===== config.mk =====
export PLATFORM = sky130hd
export DESIGN_NAME = raw_pixel_unpacker
export DESIGN_NICKNAME = d
export VERILOG_FILES = /design/src/rtl/raw_pkg.sv /design/src/rtl/raw_group_unpack.sv /design/src/rtl/raw_pixel_unpacker.sv
export SDC_FILE = /design/constraint.sdc
export NUM_CORES = 1
export LEC_CHECK = 0
export BUFFER_PORTS_ARGS = -buffer_cell sky130_fd_sc_hd__buf_2
export CORE_MARGIN = 2
export CORE_UTILIZATION = 40
export CTS_BUF_LIST = sky130_fd_sc_hd__clkbuf_4 sky130_fd_sc_hd__clkbuf_8
export CTS_CLUSTER_SIZE = 30
export DETAILED_ROUTE_END_ITERATION = 10
export RECOVER_POWER = 50
export SLEW_MARGIN = 5
export SYNTH_ARGS = -nofsm -noshare
export SYNTH_HDL_FRONTEND = slang
export SYNTH_SLANG_ARGS = --single-unit
export TNS_END_PERCENT = 20

===== constraint.sdc =====
create_clock -name rxbyteclkhs -period 8.1 [get_ports rxbyteclkhs]
set_clock_uncertainty 0.15 [all_clocks]
set_input_delay 1.62 -clock rxbyteclkhs [delete_from_list [all_inputs] [get_ports rxbyteclkhs]]
set_output_delay 1.62 -clock rxbyteclkhs [all_outputs]
set_load 0.03 [all_outputs]

===== src/rtl/raw_pkg.sv =====
// Shared types and constants for the RAW8/10/12 CSI-2 payload unpacker.
package raw_pkg;

  typedef enum logic [1:0] {
    RAW8  = 2'd0,
    RAW10 = 2'd1,
    RAW12 = 2'd2,
    RSVD  = 2'd3
  } raw_mode_e;

  localparam int PIX_W_DEF = 16;

  localparam int BPP_RAW8  = 8;
  localparam int BPP_RAW10 = 10;
  localparam int BPP_RAW12 = 12;

  // Bytes consumed per four-pixel group; 0 for the reserved encoding.
  function automatic logic [3:0] group_bytes(raw_mode_e m);
    case (m)
      RAW8:    return 4'd4;
      RAW10:   return 4'd5;
      RAW12:   return 4'd6;
      default: return 4'd0;
    endcase
  endfunction

endpackage


===== src/rtl/raw_group_unpack.sv =====
// Combinational unpack of one byte group (oldest byte in window[7:0]) into
// four LSB-justified, zero-extended pixels.
module raw_group_unpack
  import raw_pkg::*;
#(
  parameter int PIX_W = PIX_W_DEF
) (
  input  logic [47:0]        window,
  input  logic [1:0]         mode,
  output logic [4*PIX_W-1:0] pixels
);

  logic [7:0]           b   [6];
  logic [BPP_RAW8-1:0]  p8  [4];
  logic [BPP_RAW10-1:0] p10 [4];
  logic [BPP_RAW12-1:0] p12 [4];

  // Split the window into bytes and build every packing's pixels, then pick one.
  always_comb begin
    pixels = '0;
    for (int k = 0; k < 6; k++) begin
      b[k] = window[8*k +: 8];
    end
    for (int k = 0; k < 4; k++) begin
      p8[k]  = b[k];
      p10[k] = {b[k], b[4][2*k +: 2]};
    end
    p12[0] = {b[0], b[2][3:0]};
    p12[1] = {b[1], b[2][7:4]};
    p12[2] = {b[3], b[5][3:0]};
    p12[3] = {b[4], b[5][7:4]};
    case (raw_mode_e'(mode))
      RAW8: begin
        for (int k = 0; k < 4; k++) pixels[k*PIX_W +: PIX_W] = PIX_W'(p8[k]);
      end
      RAW10: begin
        for (int k = 0; k < 4; k++) pixels[k*PIX_W +: PIX_W] = PIX_W'(p10[k]);
      end
      RAW12: begin
        for (int k = 0; k < 4; k++) pixels[k*PIX_W +: PIX_W] = PIX_W'(p12[k]);
      end
      default: pixels = '0;
    endcase
  end

endmodule


===== src/rtl/raw_pixel_unpacker.sv =====
// CSI-2 RAW8/RAW10/RAW12 payload unpacker: byte stream in, four-pixel beats
// out, with per-line beat count and residual/reserved-mode error pulses.
module raw_pixel_unpacker
  import raw_pkg::*;
#(
  parameter int IN_BYTES = 2,
  parameter int PIX_W    = PIX_W_DEF,
  parameter int CNT_W    = 16
) (
  input  logic                  rxbyteclkhs,
  input  logic                  reset,
  input  logic                  frame_active,
  input  logic                  line_valid,
  input  logic [1:0]            mode,
  input  logic [8*IN_BYTES-1:0] data_in,
  output logic [4*PIX_W-1:0]    data_out,
  output logic                  out_valid,
  output logic [CNT_W-1:0]      line_beats,
  output logic                  residual_err,
  output logic                  mode_err
);

  localparam logic [4:0] IN_B5 = 5'(IN_BYTES);

  // Bytes above the occupancy are always kept zero so appends can be ORed in.
  logic [95:0]      acc;
  logic [3:0]       occ;
  raw_mode_e        mode_q;
  logic             v_prev;
  logic [CNT_W-1:0] beat_cnt;

  logic             v;
  logic             line_start;
  logic             line_end;
  raw_mode_e        cur_mode;
  logic [3:0]       g;
  logic [95:0]      merged;
  logic [95:0]      acc_next;
  logic [4:0]       occ_sum;
  logic [3:0]       occ_next;
  logic             emit;
  logic [4*PIX_W-1:0] pix;

  // Line tracking, append of this cycle's bytes and group consumption.
  always_comb begin
    v          = frame_active & line_valid;
    line_start = v & ~v_prev;
    line_end   = ~v & v_prev;
    cur_mode   = line_start ? raw_mode_e'(mode) : mode_q;
    g          = group_bytes(cur_mode);
    merged     = acc | (96'(data_in) << {occ, 3'b000});
    occ_sum    = {1'b0, occ} + IN_B5;
    emit       = v & (cur_mode != RSVD) & (occ_sum >= {1'b0, g});
    acc_next   = merged;
    occ_next   = occ_sum[3:0];
    if (emit) begin
      acc_next = merged >> {g, 3'b000};
      occ_next = 4'(occ_sum - {1'b0, g});
    end
  end

  raw_group_unpack #(.PIX_W(PIX_W)) u_unpack (
    .window (merged[47:0]),
    .mode   (cur_mode),
    .pixels (pix)
  );

  // The line-end cycle itself reports leftover bytes, before occupancy clears.
  assign residual_err = line_end & (occ != 4'd0);

  // Accumulator, latched mode and per-line beat accounting.
  always_ff @(posedge rxbyteclkhs or posedge reset) begin
    if (reset) begin
      acc        <= '0;
      occ        <= '0;
      mode_q     <= RAW8;
      v_prev     <= 1'b0;
      beat_cnt   <= '0;
      line_beats <= '0;
    end else begin
      v_prev <= v;
      if (v) begin
        if (line_start) mode_q <= cur_mode;
        if (cur_mode != RSVD) begin
          acc <= acc_next;
          occ <= occ_next;
        end
        if (emit) beat_cnt <= beat_cnt + CNT_W'(1);
      end else if (line_end) begin
        acc        <= '0;
        occ        <= '0;
        line_beats <= beat_cnt;
        beat_cnt   <= '0;
      end
    end
  end

  // Registered beat output and reserved-mode pulse.
  always_ff @(posedge rxbyteclkhs or posedge reset) begin
    if (reset) begin
      data_out  <= '0;
      out_valid <= 1'b0;
      mode_err  <= 1'b0;
    end else begin
      out_valid <= emit;
      data_out  <= emit ? pix : '0;
      mode_err  <= line_start & (mode == 2'd3);
    end
  end

endmodule


==> impl_summary.md <==
Synthesis
A synthesized cell averages ~9.0 um^2. The most used flip-flop cell after synthesis is dfrtp_1. The library cell with the highest instance count after synthesis is dfrtp_1. The number of enable-type register cells in the synthesized netlist is 0.

The top cell type's share of synthesized area is between 40% and 50%. Of all cell types, the one taking the most synthesized area is dfrtp_1. The count of cell types in the netlist is 86. Yosys attributes the largest share of cell area to dfrtp_1, nand2_1, a21oi_1, nor2_1, o21ai_0. Synthesis produced ~1.2k cells.

Ranked by instance count, the synthesized netlist is headed by dfrtp_1, nand2_1, a21oi_1. The async set or reset register ratio after synthesis is between 90% and 100%. Synthesis inferred between 150 and 200 register bits.

The synthesized area is between 0.01 and 0.015 mm^2. Summing the sequential cell areas from Yosys gives about 44% of the chip area. The count of synthesis-stage warnings from yosys is 0.

Placement
Routability-driven placement finished with a final weighted congestion of roughly 0.9. The cell area reported after detailed placement is about 0.011 mm^2. During placement, the flow inserted port buffers numbering 88. Counting tap cells, the placed design contains a total of 1,524 instances.

Detailed placement ended at an HPWL of about 23,000 um.

Power
The design draws about 3.6 mW. VDD sags by at most approximately 0.13 mV. The leakage power is 5.00 nW. Power spread over the standard cell area amounts to ~320 mW/mm^2.

Timing
The shortest clock period the worst path allows after layout is approximately 5.3 ns. The number of hold violations in the final report is 0. The max-slew violation count was 59.

The slew of the pin with the lowest slew margin is 2.88 ns. The highest achievable clock rate is about 0.19 GHz. Setup repair after global routing left no endpoint under its margin. The number of failing setup endpoints in the final timing report is 0. The sum of negative setup slack is 0 ns. The worst pin sits at a relative slew slack of -91.9%. The tightest hold path in the finished design has a slack of roughly 0.33 ns. The post-route fraction of the period consumed by the critical path is 65.2%.

Worst setup path
The startpoint identified for the worst register-to-register timing path is v_prev$_DFF_PP0_. The critical-path cell with the highest stage delay is buf_4. In this run the worst path has a maximum fanout of 87. The launching element type of the critical path is a primary input. The signal arrival time at the worst endpoint is around 5.5 ns. The kind of cell with the highest combined delay on the critical path is buffers and inverters. The critical path starts at frame_active.

STA classifies the critical path endpoint as a register. The critical path data required time is roughly 8.3 ns. The buffer and inverter count on the worst path is 5. The largest single stage delay on the critical path is between 0.7 and 0.8 ns. Traced cell by cell, the critical path runs through clkbuf_1 -> nand3b_4 -> mux2i_4 -> inv_2 -> buf_4 -> nor2_4 -> inv_2 -> ha_1 -> nand3b_1 -> nand2_1 -> o31ai_4 -> buf_4 -> nor2_1 -> a221o_1. The kind of critical path is primary input to register.

CTS
The post-CTS repair timing setup buffer count is 0. The count of hold buffers inserted by post-cts repair is 0. The clock latency at the later pin of the worst-skew pair is about 0.5 ns. The number of clock buffers inserted by TritonCTS is 17. The deepest clock path buffer count is 2.

TritonCTS built the clock tree. The maximum level of the CTS H-tree is 4. The count of cells resized by post-cts repair is 0. Clock tree synthesis selected as its root buffer the cell clkbuf_8. After clock tree synthesis, the clock-pin slew on the worst setup and hold paths is around 0.11 ns. The TritonCTS sink count is between 150 and 200.

Detailed routing
The wire length per cell is 21.8 um. The number of nets with antenna violations after detailed routing is 0. After detailed routing, the number of remaining DRC violations is 0. The first TritonRoute pass finished after 7 iterations.

In the routed layout, each cell is associated on average with a via count of 6.15. For this block, the via count after detailed routing is about 9.6k. The final layout contains routed wiring with a total length of ~34,000 um. After the first detailed-routing iteration, the DRC count stood at around 1.2k.

Cells and area
The count of cells in the finished layout, fillers not included, comes to around 1.6k. The layout overhead on the synthesized area is 8.26%. The final net count is roughly 1.2k. Summing all multi-input logic gate instances after layout gives approximately 0.0053 mm^2. Summing all flip-flop and latch instances after layout gives 0.00463 mm^2. The final non-filler cell area is 0.0114 mm^2.

The fill cell instance count of the final layout is roughly 2.6k. The share of final-layout standard cells stronger than drive strength 1 is between 10% and 20%. The diode insertion count for antenna repair is 0.

Global route
Summed over all layers, the global routing overflow is 0. The global-route usage over all layers is 24.6%. The number of global-route vias before repair was 8,821. The number of antenna violations at the first check in global routing is 0. The pin count of the biggest net entering global routing is about 130. The first global-routing pass estimated 53,500 um of wire.

Hold path
The worst hold path begins at line_beats[5]$_DFFE_PP0P_. The worst min-delay path category is register to register.

Floorplanning
The initialized floorplan defines 59 standard-cell rows. The die span in y is 166 um. The placeable core area is around 0.026 mm^2.

From left edge to right edge, the die measures ~170 um. The initial core utilization is 40.6%. The count of pins on the block boundary is 105. The die covers around 0.028 mm^2.

Run
The number of max-capacitance violations reported is 1.

Outcome
The final reports fail on max-capacitance violations, max-slew violations. The run finished, with violations left.
[worst register-to-register path, delay by kind of cell, from the launching register on]
family / cells / cell delay, ns
buffers and inverters: 4 / 1.61
adder cells (fa/ha/maj): 1 / 0.28
AND/OR/NAND/NOR: 5 / 0.99
multiplexers: 1 / 0.22
flip-flops: 1 / 0.42
AO/OA/AOI/OAI: 2 / 0.63
[cell type report]
cell class / count / area share [%]
clock inverters: 13 / 1.19
clock buffers: 19 / 2.19
flip-flops and latches: 185 / 40.7
multi-input cells: 875 / 46.9
inverters: 15 / 0.561
repair buffers: 114 / 4.76
well taps: 335 / 3.68
[metrics by stage]
step	setup WS [ns]	utilization, %
2_1_floorplan	1.30	-
3_3_place_gp	2.57	42.8
3_5_place_dp	2.49	42.8
4_1_cts	2.97	44.3
5_1_grt	2.60	43.9
6_report	2.82	43.9
[cell families (layout without fill, tap and decap cells)]
kind of cell	Yosys count	count (layout)	share of synthesized area [%]
AO/OA/AOI/OAI	437	437	28.3
AND/OR/NAND/NOR	379	379	16.9
flip-flops	185	185	44.0
buffers and inverters	125	161	6.00
multiplexers	31	31	3.40
adder cells (fa/ha/maj)	6	6	0.785
XOR/XNOR	6	6	0.500
other	1	16	0.0357
[per-layer routing]
layer / up-vias / GRT usage, % / wire, um
li1: 4356 / - / -
met2: 506 / 34.5 / 14300
met4: 0 / 6.69 / 716
met1: 4652 / 37.7 / 15700
met3: 58 / 5.89 / 3170
met5: - / 0 / 0
[flip-flops by register name, indices dropped and copies added, names as in the netlist]
register / cells
v_prev: 1
acc: 96
beat_cnt: 16
mode_q: 2
mode_err: 1
data_out: 48
line_beats: 16
occ: 4
out_valid: 1
[path summary, 6_finish.rpt]
kind                                                   to  slack, ns  cells past startpoint
max in group asynchronous         beat_cnt[2]$_DFFE_PP0P_       3.41                      3
worst min-delay path            line_beats[5]$_DFFE_PP0P_       0.33                      2
worst max-delay path                  acc[55]$_DFFE_PP0P_       2.82                     14
worst min register to register  line_beats[5]$_DFFE_PP0P_       0.33                      2
worst max register to register        acc[55]$_DFFE_PP0P_       3.67                     13
min in group asynchronous          data_out[16]$_DFF_PP0_       1.16                      2
[placed cells by master, fill, tap and decap left out, types with 17 or more instances in the layout]
cell and n:
dfrtp_1 185, nand2_1 167, a21oi_1 124, nor2_1 107, clkbuf_1 71, o21ai_0 66, a21o_1 24, buf_4 24
a211oi_1 23, a31oi_1 21, buf_2 19, clkbuf_8 17
[report_power, final]
group | switching [mW] | internal (mW)
combinational | 1.24 | 0.558
clock | 0.375 | 0.258
sequential | 0.106 | 1.08
total | 1.72 | 1.90
(Power assumes the default switching activity.)
